**config.mk**
```make
export PLATFORM = sky130hd
export DESIGN_NAME = mmio_uart_tx
export DESIGN_NICKNAME = d
export VERILOG_FILES = /design/src/rtl/uart_pkg.sv /design/src/rtl/mmio_uart_tx_fifo.sv /design/src/rtl/mmio_uart_tx.sv
export SDC_FILE = /design/constraint.sdc
export NUM_CORES = 1
export LEC_CHECK = 0
export CORE_AREA = 2 2 84 86
export DETAILED_ROUTE_END_ITERATION = 10
export DIE_AREA = 0 0 86 88
export PLACE_DENSITY_LB_ADDON = 0.3
export SLEW_MARGIN = 20
export SYNTH_ARGS = -nofsm -noshare
export SYNTH_HDL_FRONTEND = slang
export SYNTH_SLANG_ARGS = --single-unit
export TNS_END_PERCENT = 1
```
**constraint.sdc**
```tcl
create_clock -name clk -period 3.1 [get_ports clk]
set_input_delay 0.31 -clock clk [delete_from_list [all_inputs] [get_ports clk]]
set_output_delay 0.31 -clock clk [all_outputs]
set_load 0.02 [all_outputs]
```
**src/rtl/uart_pkg.sv**
```systemverilog
// Shared definitions for the memory-mapped UART transmitter: serializer states,
// register offsets within the window and STATUS bit positions.
package uart_pkg;

  typedef enum logic [1:0] {
    IDLE  = 2'd0,
    START = 2'd1,
    DATA  = 2'd2,
    STOP  = 2'd3
  } uart_state_e;

  localparam logic [31:0] TXDATA_OFS = 32'd0;
  localparam logic [31:0] STATUS_OFS = 32'd4;

  localparam int unsigned ST_BUSY    = 0;
  localparam int unsigned ST_FULL    = 1;
  localparam int unsigned ST_EMPTY   = 2;
  localparam int unsigned ST_OVF     = 3;
  localparam int unsigned ST_CNT_LSB = 8;

endpackage

```
**src/rtl/mmio_uart_tx_fifo.sv**
```systemverilog
// Generic synchronous FIFO with show-ahead head; writes land one edge after push.
// A push while full is accepted only when a pop frees the head slot in the same cycle.
module sync_fifo #(
  parameter int WIDTH = 8,
  parameter int DEPTH = 4
) (
  input  logic                     clk,
  input  logic                     reset,
  input  logic                     push,
  input  logic [WIDTH-1:0]         push_dat,
  input  logic                     pop,
  output logic [WIDTH-1:0]         pop_dat,
  output logic                     full,
  output logic                     empty,
  output logic [$clog2(DEPTH):0]   count
);

  localparam int PTR_W = $clog2(DEPTH);
  localparam int CNT_W = PTR_W + 1;

  logic [WIDTH-1:0] mem_q [DEPTH];
  logic [PTR_W-1:0] wr_ptr_q, wr_ptr_d;
  logic [PTR_W-1:0] rd_ptr_q, rd_ptr_d;
  logic [CNT_W-1:0] count_q, count_d;
  logic             push_ok;
  logic             pop_ok;

  assign full    = (count_q == CNT_W'(DEPTH));
  assign empty   = (count_q == '0);
  assign count   = count_q;
  assign pop_dat = mem_q[rd_ptr_q];
  assign pop_ok  = pop && !empty;
  assign push_ok = push && (!full || pop_ok);

  always_comb begin
    wr_ptr_d = wr_ptr_q;
    rd_ptr_d = rd_ptr_q;
    count_d  = count_q;
    if (push_ok) wr_ptr_d = wr_ptr_q + PTR_W'(1);
    if (pop_ok)  rd_ptr_d = rd_ptr_q + PTR_W'(1);
    case ({push_ok, pop_ok})
      2'b10:   count_d = count_q + CNT_W'(1);
      2'b01:   count_d = count_q - CNT_W'(1);
      default: count_d = count_q;
    endcase
  end

  always_ff @(posedge clk or posedge reset) begin
    if (reset) begin
      wr_ptr_q <= '0;
      rd_ptr_q <= '0;
      count_q  <= '0;
    end else begin
      wr_ptr_q <= wr_ptr_d;
      rd_ptr_q <= rd_ptr_d;
      count_q  <= count_d;
    end
  end

  // Storage needs no reset: occupancy is tracked entirely by the pointers.
  always_ff @(posedge clk) begin
    if (push_ok) mem_q[wr_ptr_q] <= push_dat;
  end

endmodule

```
**src/rtl/mmio_uart_tx.sv**
```systemverilog
// Store-driven UART transmitter: TXDATA stores queue bytes, an 8N1 serializer drains them.
// Pop one edge after the first push; full FIFO drops the byte and sets sticky overflow.
module mmio_uart_tx
  import uart_pkg::*;
#(
  parameter logic [31:0] BASE_ADDR    = 32'd256,
  parameter int          CLKS_PER_BIT = 16,
  parameter int          FIFO_DEPTH   = 4
) (
  input  logic        clk,
  input  logic        reset,
  input  logic        MemWrite,
  input  logic [31:0] DataAddr,
  input  logic [31:0] WriteData,
  output logic [31:0] ReadData,
  output logic        hit,
  output logic        tx,
  output logic        busy
);

  localparam int                BAUD_W   = $clog2(CLKS_PER_BIT);
  localparam int                CNT_W    = $clog2(FIFO_DEPTH) + 1;
  localparam logic [BAUD_W-1:0] BAUD_MAX = BAUD_W'(CLKS_PER_BIT - 1);

  uart_state_e       state_q, state_d;
  logic [BAUD_W-1:0] baud_q, baud_d;
  logic [2:0]        idx_q, idx_d;
  logic [7:0]        shift_q, shift_d;
  logic              overflow_q, overflow_d;

  logic              sel_txdata, sel_status;
  logic              wr_txdata, wr_status;
  logic              fifo_pop, fifo_full, fifo_empty;
  logic [7:0]        fifo_dat;
  logic [CNT_W-1:0]  fifo_count;
  logic [31:0]       status;
  logic              unused_wdata;

  assign sel_txdata   = (DataAddr == BASE_ADDR + TXDATA_OFS);
  assign sel_status   = (DataAddr == BASE_ADDR + STATUS_OFS);
  assign hit          = sel_txdata || sel_status;
  assign wr_txdata    = MemWrite && sel_txdata;
  assign wr_status    = MemWrite && sel_status;
  assign unused_wdata = ^WriteData[31:8];

  sync_fifo #(
    .WIDTH (8),
    .DEPTH (FIFO_DEPTH)
  ) u_fifo (
    .clk      (clk),
    .reset    (reset),
    .push     (wr_txdata),
    .push_dat (WriteData[7:0]),
    .pop      (fifo_pop),
    .pop_dat  (fifo_dat),
    .full     (fifo_full),
    .empty    (fifo_empty),
    .count    (fifo_count)
  );

  assign busy = (state_q != IDLE) || !fifo_empty;

  always_comb begin
    status                = '0;
    status[ST_BUSY]       = busy;
    status[ST_FULL]       = fifo_full;
    status[ST_EMPTY]      = fifo_empty;
    status[ST_OVF]        = overflow_q;
    status[ST_CNT_LSB+:4] = 4'(fifo_count);
  end

  assign ReadData = sel_status ? status : 32'd0;

  // A set in the same cycle as a clear must win, so it is applied last.
  always_comb begin
    overflow_d = overflow_q;
    if (wr_status && WriteData[3]) overflow_d = 1'b0;
    if (wr_txdata && fifo_full && !fifo_pop) overflow_d = 1'b1;
  end

  always_comb begin
    state_d  = state_q;
    baud_d   = baud_q;
    idx_d    = idx_q;
    shift_d  = shift_q;
    fifo_pop = 1'b0;
    tx       = 1'b1;
    case (state_q)
      IDLE: begin
        if (!fifo_empty) begin
          fifo_pop = 1'b1;
          shift_d  = fifo_dat;
          baud_d   = BAUD_MAX;
          state_d  = START;
        end
      end
      START: begin
        tx = 1'b0;
        if (baud_q == '0) begin
          baud_d  = BAUD_MAX;
          idx_d   = 3'd0;
          state_d = DATA;
        end else begin
          baud_d = baud_q - BAUD_W'(1);
        end
      end
      DATA: begin
        tx = shift_q[0];
        if (baud_q == '0) begin
          baud_d  = BAUD_MAX;
          shift_d = {1'b0, shift_q[7:1]};
          if (idx_q == 3'd7) begin
            idx_d   = 3'd0;
            state_d = STOP;
          end else begin
            idx_d = idx_q + 3'd1;
          end
        end else begin
          baud_d = baud_q - BAUD_W'(1);
        end
      end
      STOP: begin
        if (baud_q == '0) begin
          // Chain straight into the next start bit when more data is waiting.
          if (!fifo_empty) begin
            fifo_pop = 1'b1;
            shift_d  = fifo_dat;
            baud_d   = BAUD_MAX;
            state_d  = START;
          end else begin
            state_d = IDLE;
          end
        end else begin
          baud_d = baud_q - BAUD_W'(1);
        end
      end
      default: state_d = IDLE;
    endcase
  end

  always_ff @(posedge clk or posedge reset) begin
    if (reset) begin
      state_q    <= IDLE;
      baud_q     <= '0;
      idx_q      <= '0;
      shift_q    <= '0;
      overflow_q <= 1'b0;
    end else begin
      state_q    <= state_d;
      baud_q     <= baud_d;
      idx_q      <= idx_d;
      shift_q    <= shift_d;
      overflow_q <= overflow_d;
    end
  end

endmodule

```
# == Yosys cells after proc, flatten, opt, wreduce, memory -nomap -nowiden ==
# Memory sizes are Yosys's and may differ from the RTL's.
# Index checks and enable logic that the tools add are counted.
# word_totals
ff_bits,25
memories,1
ram_bits,32
input_bits,67
out_inout_bits,35
wordCells,83
# op_classes
eq_ne,14
reduce_logical,25
add_sub_neg,6
n_mux,29
# mem_list
name,depth,word_bits,read_ports,rd_ports_with_merged_regs,write_ports,line,rtl
u_fifo.mem_q,4,8,1,0,1,mmio_uart_tx_fifo.sv:21,logic [WIDTH-1:0] mem_q [DEPTH];
# op_table
op,n
"equality test 32 x 9 -> 1 bit, second input constant",2
two-way mux 8 bit,3
case mux 8 bit (3 select lines),1
two-way mux 4 bit,3
case mux 3 bit (2 select lines),2
case mux 4 bit (3 select lines),1
two-way mux 11 bit,1
two-way mux 2 bit,5
"!= test 2 bit, second input constant",5
two-way mux 3 bit,3
case mux 2 bit (4 select lines),1
nonzero test 2 bit,4
logical AND 1 bit,7
two-way mux 1 bit,7
"adder 3 x 1 -> 3 bit, second input constant",2
"equality test 2 bit, second input constant",3
"equality test 3 bit, second input constant",2
AND reduction 3 bit,2
AND reduction 5 bit,1
"adder 2 x 1 -> 2 bit, second input constant",2
"equality test 2 x 1 -> 1 bit, second input constant",2
logical NOT 4 bit,1
case mux 1 bit (2 select lines),2
"subtractor 4 x 1 -> 4 bit, second input constant",1
other kinds (7),11

# == Longest topological paths before layout ==
# Gate-level depths: netlist (run 1).
# logic_depth
depth_word,9
depth_mapped,9
mapped_depth_nobuf,9

# == Hierarchy ==
# A second synthesis (run 1) with hierarchy kept.
# hier_totals
hier_cells,250
hier_area_um2,3083.0
# modules_own_cells
mod,cells_each,instances,seq_area_each_um2,area_each_um2
sync_fifo,81,1,1136.1,1591.5
mmio_uart_tx,169,1,450.4,1491.4

# == Worst setup path before layout (run 1) ==
# Ideal clock, no wire load.
# synth_timing
path_type,flip-flop to flip-flop
startpoint,register baud_q[0]
endpoint,"register u_fifo.count_q[2], in the netlist u_fifo.count[2]"
path_buffers,0
required_ns,2.972
t_arrival_ns,2.141
path_stages_with_launch,10
slack_ns,0.831
path_cell_list,dfrtp_1 > inv_1 > ha_1 > nor3b_4 > a21oi_2 > or3_4 > a21o_1 > fa_1 > mux2i_1 > xor2_1
# synth_via
elab_chain_cells,8
# synth_lines
item,line,rtl
start: declaration,mmio_uart_tx.sv:26,"logic [BAUD_W-1:0] baud_q, baud_d;"
start signal: assignment,mmio_uart_tx.sv:150,baud_q <= baud_d;
logical NOT 4 bit *,mmio_uart_tx.sv:123,if (baud_q == '0) begin
two-way mux 1 bit *,mmio_uart_tx.sv:123,
case mux 1 bit (2 select lines) *,mmio_uart_tx.sv:88,case (state_q)
logical AND 1 bit *,mmio_uart_tx_fifo.sv:32,assign pop_ok = pop && !empty;
logical OR 1 bit,mmio_uart_tx_fifo.sv:33,assign push_ok = push && (!full || pop_ok);
logical AND 1 bit,mmio_uart_tx_fifo.sv:33,
equality test 2 x 1 -> 1 bit / equality test 2 bit (equally long branches),mmio_uart_tx_fifo.sv:41,"case ({push_ok, pop_ok})"
case mux 3 bit (2 select lines) / nonzero test 2 bit (equally long branches),n/a,
end signal: assignment,mmio_uart_tx_fifo.sv:56,count_q <= count_d;
end: declaration,mmio_uart_tx_fifo.sv:24,"logic [CNT_W-1:0] count_q, count_d;"
# Every way passes the cells marked *; elsewhere a longest branch is shown, timed or not.
# A chain may end at the register's enable or synchronous reset.

# == Final worst setup path (run 1) ==
# layout_timing
startpoint,input DataAddr[18]
endpoint,output ReadData[3]
# layout_via
elab_chain_cells,2
# layout_lines
item,line,rtl
start: declaration,mmio_uart_tx.sv:13,"input logic [31:0] DataAddr,"
equality test 32 x 9 -> 1 bit,mmio_uart_tx.sv:40,assign sel_status = (DataAddr == BASE_ADDR + STATUS_OFS);
two-way mux 11 bit,mmio_uart_tx.sv:72,assign ReadData = sel_status ? status : 32'd0;
end: declaration,mmio_uart_tx.sv:15,"output logic [31:0] ReadData,"
# No other way between the ends.

==> metrics.txt, run 1 <==
Critical Path, Cell by Cell clkdlybuf4s50_1 -> nor4_1 -> nand4_1 -> nor2_1 -> buf_4 -> and3_1 -> clkdlybuf4s50_1; Clock transition at path regs 0.07 ns; setup_tns 0 ns; max-cap violations 0; clk_lat worst skew 0.33 ns; Distinct cells, synth 42; Initial Utilization 44.4%; Clock Sinks 57; total number of vias 1933; Leak Pwr 1.53 nW; critical path data required time 2.79 ns; initial antenna violation count 0; Post-CTS Setup Inserts 0; TritonCTS Buffers 9; via/cell ratio 5.02; R2R setup slack 0.65 ns; vias in the first global route 1900; Final Skew 0.00729 ns; final design utilization 55.4%; slowest stage cell, crit path clkdlybuf4s50_1; hold buffers post-CTS 0; Worst path max stage delay 0.61 ns; top post-synthesis cells by count edfxtp_1, buf_4, dfrtp_1; Gate Count Post-Synth 243; Critical Path Most Common Cell clkdlybuf4s50_1; top-count cell post-synth edfxtp_1; Peak VDD IR 0.330 mV; RR Startpoint baud_q[0]; CP Depth 7; worst reg2reg endpoint u_fifo.mem_q[0][7]; Startpoint Class input port; top cells by area, synth edfxtp_1, dfrtp_1, buf_4; Crit Path Category in -> out; Max Slew Vio Count 0; Yosys top cell area share 32.6%; DRC viols 0; register bit total from synthesis 57; DRT Pass-1 Iters 4; met2 GRT Util 23.9%; fin crit share 83.5%; clock buffer depth 2; Yosys warning total 0; Final #Nets 381; Avg WL per Cell 13.3 µm; nature of the critical path endpoint output pin; Setup Viol. Count Final 0; Antenna Cells 0; Final min period 2.59 ns; first-iteration detailed-routing DRC count 89; crit-path max FO 5; crit path DAT 2.28 ns; routability congestion estimate from global placement 0.819; Mapped Area 2950 µm²; Final Hold Fails 0; Seq/Total Area, Yosys 53.8%; critical path startpoint DataAddr[18]; width of the die 86 µm; core area 6640 µm²; outcome finished clean; Root Buffer clkbuf_8; RSZ-0062 raised after global routing no; met1 Resource Use GR 17.6%; Tightest Hold Check Type in -> async; pwr dens 487 nW/µm²; EDFF count, synth 32; biggest area consumer among synthesized cells edfxtp_1; worst path bufs/invs 3; Post-synth top flop edfxtp_1; CP top delay family buffers and inverters; layout cell share with drive strength beyond 1 10.5%; Die H 88 µm; Layout fillers 578; H-tree lvl count 3; fmax 0.387 GHz; Detailed Place HPWL 3.76 mm; GR peak layer met2; grt met3 use 5.37%; async set-reset flop share out of synthesis 43.9%; R2R depth 7; num rows 30; ports placed on the boundary 102; GRT Total Usage 14.5%; pin count of the biggest net entering global routing 26; Final Total Pwr 0.00179 W; area delta synth->final 24.7%; global-route wire length before repair 8.47 mm; Avg Inst Size Synth 12.1 µm²; CTS tree yes; number of port buffers 52; Relative slew margins 37.1%; Least-Margin Pin Slew 0.938 ns; DIE AREA 7570 µm²; final wirelength 5.13 mm; ANT nets after route 0; Post-CTS Resized 0; total gr overflow 0; CP endpoint ReadData[3]
-- report_power, final --
| part | switching [W] | internal, W |
|---|---|---|
| clock | 0.000287 | 0.000448 |
| sequential | 0.0000241 | 0.000844 |
| combinational | 0.0000909 | 0.0000953 |
| total | 0.000402 | 0.00139 |
-- cells by family (layout without fill, tap and decap cells) --
group	count (synthesis)	after routing	share of synthesized area [%]
AND/OR/NAND/NOR	61	61	11.4
flip-flops	57	57	53.8
buffers and inverters	48	86	9.42
AO/OA/AOI/OAI	40	40	8.40
multiplexers	17	17	9.16
adder cells (fa/ha/maj)	14	14	6.19
XOR/XNOR	5	5	1.48
other	1	25	0.127
-- layer usage --
layer,vias up,part of all wire [%]
met2,57,50
met3,7,4.8
met1,923,44
met5,-,0
li1,946,-
met4,0,1.1
-- cell type report --
type | count | area [µm²] | share of cell area, %
clock buffers | 10 | 128 | 3.47
clock inverters | 6 | 82.6 | 2.24
inverters | 13 | 48.8 | 1.33
multi-input cells | 162 | 1170 | 31.9
flip-flops and latches | 57 | 1590 | 43.1
well taps | 80 | 100 | 2.72
repair buffers | 57 | 558 | 15.2
-- metrics by stage --
step                      setup slack [ns]  area [µm²]  hold slack, ns  cells
after detailed placement             0.438        3470           0.493    369
final                                0.513        3680           0.382    385
after global routing                 0.314        3680           0.438    385
after floorplan                      0.831        3040           0.337    267
after global placement               0.473        3470           0.479    369
after CTS                            0.478        3680           0.508    385
-- worst min-delay path by stage --
stage | cells after the start | slack [ns] | startpoint | to
final | 2 | 0.38 | reset | u_fifo.wr_ptr_q[0]
after global routing | 2 | 0.44 | reset | u_fifo.count[0]
after CTS | 1 | 0.51 | idx_q[2] | idx_q[2]
after detailed placement | 1 | 0.49 | idx_q[2] | idx_q[2]
after global placement | 1 | 0.48 | idx_q[1] | idx_q[1]
after floorplan | 1 | 0.34 | reset | baud_q[0]
-- cell usage in the layout, fill, tap and decap left out, types with 4 or more instances in the layout --
cell and n:
and3_1 7, a21oi_1 15, nor2_1 15, mux4_2 8, mux2i_1 9, nor4_1 6
conb_1 25, o21ai_0 10, ha_1 13, clkbuf_8 9, buf_4 5, nor3_1 5
nand2_1 11, clkdlybuf4s50_1 52, inv_1 12, and2_1 5, dfrtp_1 25, xnor2_1 4
edfxtp_1 32
-- state kept, by name, indices dropped and copies added (netlist names) --
signal and count:
state_q 2, u_fifo.count 3, baud_q 4, u_fifo.rd_ptr_q 2
overflow_q 1, u_fifo.wr_ptr_q 2, idx_q 3, shift_q 8
u_fifo.mem_q 32
-- worst register-to-register path, cell delays in order (launching register included) --
cell and delay (ns):
dfrtp_1 0.40, inv_1 0.13, ha_1 0.19, nor3b_4 0.23, a21oi_2 0.11, o211ai_1 0.26
and3_1 0.35, and2_1 0.44
Note: power is estimated with default switching activity, not from simulation.
==> run 2: changes to the inputs <==
- CORE_AREA: 2 2 84 86 -> 2 2 88 90
- DIE_AREA: 0 0 86 88 -> 0 0 90 92
- clock period: 3.1 -> 2.1 ns (I/O delays scaled with it)
==> run 2 against run 1 <==
Effect of this change: the flow now finishes with violations (setup timing); count of clock-buffer cells in the layout stayed put; sequential power is 47% higher; core utilization fell by 1.1 points; clock skew barely moved; via count rose by 6.2%; critical endpoint is now u_fifo.count[2]; worst setup slack lost 0.65 ns; register-to-register slack worse by 0.78 ns; highest routed layer unchanged; critical path type is now reg -> reg.
==> metrics.txt, run 2 (same netlist as run 1, synthesis figures left out) <==
Die H 92 µm (+4.5%); final wirelength 5.73 mm (+12%); clk_lat worst skew 0.33 ns (about the same); DRC viols 0 (unchanged); pin count of the biggest net entering global routing 26 (unchanged); crit path DAT 2.44 ns (+0.16 ns); TritonCTS Buffers 9 (unchanged); CTS tree yes; Final Skew 0.00771 ns (+0.000421 ns); Peak VDD IR 0.400 mV (+21%); failing checks setup timing; nature of the critical path endpoint register; global-route wire length before repair 9.56 mm (+13%); Clock Sinks 57 (unchanged); layout cell share with drive strength beyond 1 25.1% (+15 points); clock buffer depth 2 (unchanged); Cells after DPL 418 (+13%); total number of vias 2052 (+6.2%); ports placed on the boundary 102 (unchanged); max-cap violations 0 (unchanged); GRT Total Usage 14.7% (+0.18 points); first-iteration detailed-routing DRC count 89 (unchanged); Antenna Cells 0 (unchanged); total gr overflow 0 (unchanged); Clock transition at path regs 0.07 ns (about the same); Leak Pwr 1.70 nW (+11%); max reg flops 32 (unchanged); R2R depth 9 (+2); Root Buffer clkbuf_8; routability congestion estimate from global placement 0.752 (-8.2%); Final Hold Fails 0 (unchanged); biggest regs u_fifo.mem_q: 32 flops, shift_q: 8 flops, baud_q: 4 flops; most frequent cells in the layout clkdlybuf4s50_1, edfxtp_1, buf_4; RSZ-0062 raised after global routing yes; fmax 0.448 GHz; Max Slew Vio Count 0 (unchanged); Startpoint Class register; Initial Utilization 39.6% (-4.8 points); DIE AREA 8280 µm² (+9.4%); width of the die 90 µm (+4.7%); final design utilization 54.3% (-1.1 points); ANT nets after route 0 (unchanged); Final #Nets 411 (+7.9%); core area 7450 µm² (+12%); Setup Slack @ Placement -0.346 ns (-0.784 ns); commonest non-fill, non-tap cell in the layout clkdlybuf4s50_1; post-route insts no fill 437 (+14%); initial antenna violation count 0 (unchanged); Tightest Hold Check Type in -> async; min setup slack post-route -0.134 ns (-0.647 ns); Avg WL per Cell 13.1 µm (-1.6%); post-route design area 4040 µm² (+9.9%); Crit Path Category reg -> reg; via/cell ratio 4.70 (-6.5%); Final min period 2.23 ns; Reg with most FFs u_fifo.mem_q; crit-path max FO 2 (-3); outcome finished, violations left; num rows 32 (+6.7%); DRT Pass-1 Iters 4 (unchanged); area delta synth->final 37.1%; pwr dens 682 nW/µm² (+40%); fin crit share 106%; H-tree lvl count 3 (unchanged); critical path data required time 2.31 ns (-0.48 ns); vias in the first global route 2063 (+8.6%); Detailed Place HPWL 4.35 mm (+16%); Placed Area 3730 µm² (+7.4%); number of port buffers 52 (unchanged); Setup Viol. Count Final 29 (+29)
## run 2: final timing paths
kind | from | end | slack [ns]
worst min register to register | u_fifo.rd_ptr_q[0] | u_fifo.rd_ptr_q[0] | 0.48
worst max register to register | baud_q[0] | u_fifo.count[2] | -0.13
min in group clk | u_fifo.rd_ptr_q[0] | u_fifo.rd_ptr_q[0] | 0.48
worst min-delay path | reset | state_q[1] | 0.25
max in group asynchronous | reset | shift_q[7] | 1.60
worst max-delay path | baud_q[0] | u_fifo.count[2] | -0.13
## run 2: worst max-delay path: stages, from the launching register on
cell,delay [ns]
dfrtp_1,0.38
inv_2,0.08
ha_4,0.13
nor3b_4,0.23
a21oi_2,0.10
or3_4,0.34
a21o_1,0.19
fa_2,0.37
mux2i_2,0.16
xor2_1,0.14
## run 2: where the power goes
part | leakage (nW) | switching, W | internal, W | total (W)
combinational | 1.02 | 0.000137 | 0.000136 | 0.000273
clock | 0.116 | 0.000424 | 0.000782 | 0.00121
sequential | 0.571 | 0.0000334 | 0.00125 | 0.00128
## run 2: what timing repair did
item	4_1_cts	5_1_grt
setup endpoints to repair	44	42
buffers inserted	0	3
hold buffers	0	0
gates resized for setup	24	18
pin swaps	1	7
## run 2: per-layer routing
metal	vias to the layer above	track usage, %	routed length (µm)
met5	-	0	0
met4	0	7.69	97
met3	6	3.04	251
met2	54	25.3	3060
met1	988	17.4	2320
li1	1004	-	-
## run 2: cell type report
cell class,count,area (µm²)
Fill cell,657,3400
Tap cell,102,128
Clock buffer,10,128
Inverter,13,48.8
Clock inverter,6,106
Multi-Input combinational cell,162,1240
Sequential cell,57,1590
Timing Repair Buffer,87,811
## run 2: metrics by stage
step | total power, W | TNS, ns | hold WS, ns
final | 0.00276 | -0.470 | 0.248
after global routing | 0.00288 | -3.12 | 0.302
after CTS | 0.00278 | -0.709 | 0.253
after detailed placement | 0.00158 | -10.14 | 0.467
after global placement | 0.00157 | -6.95 | 0.463
after floorplan | 0.00148 | -1.58 | 0.237
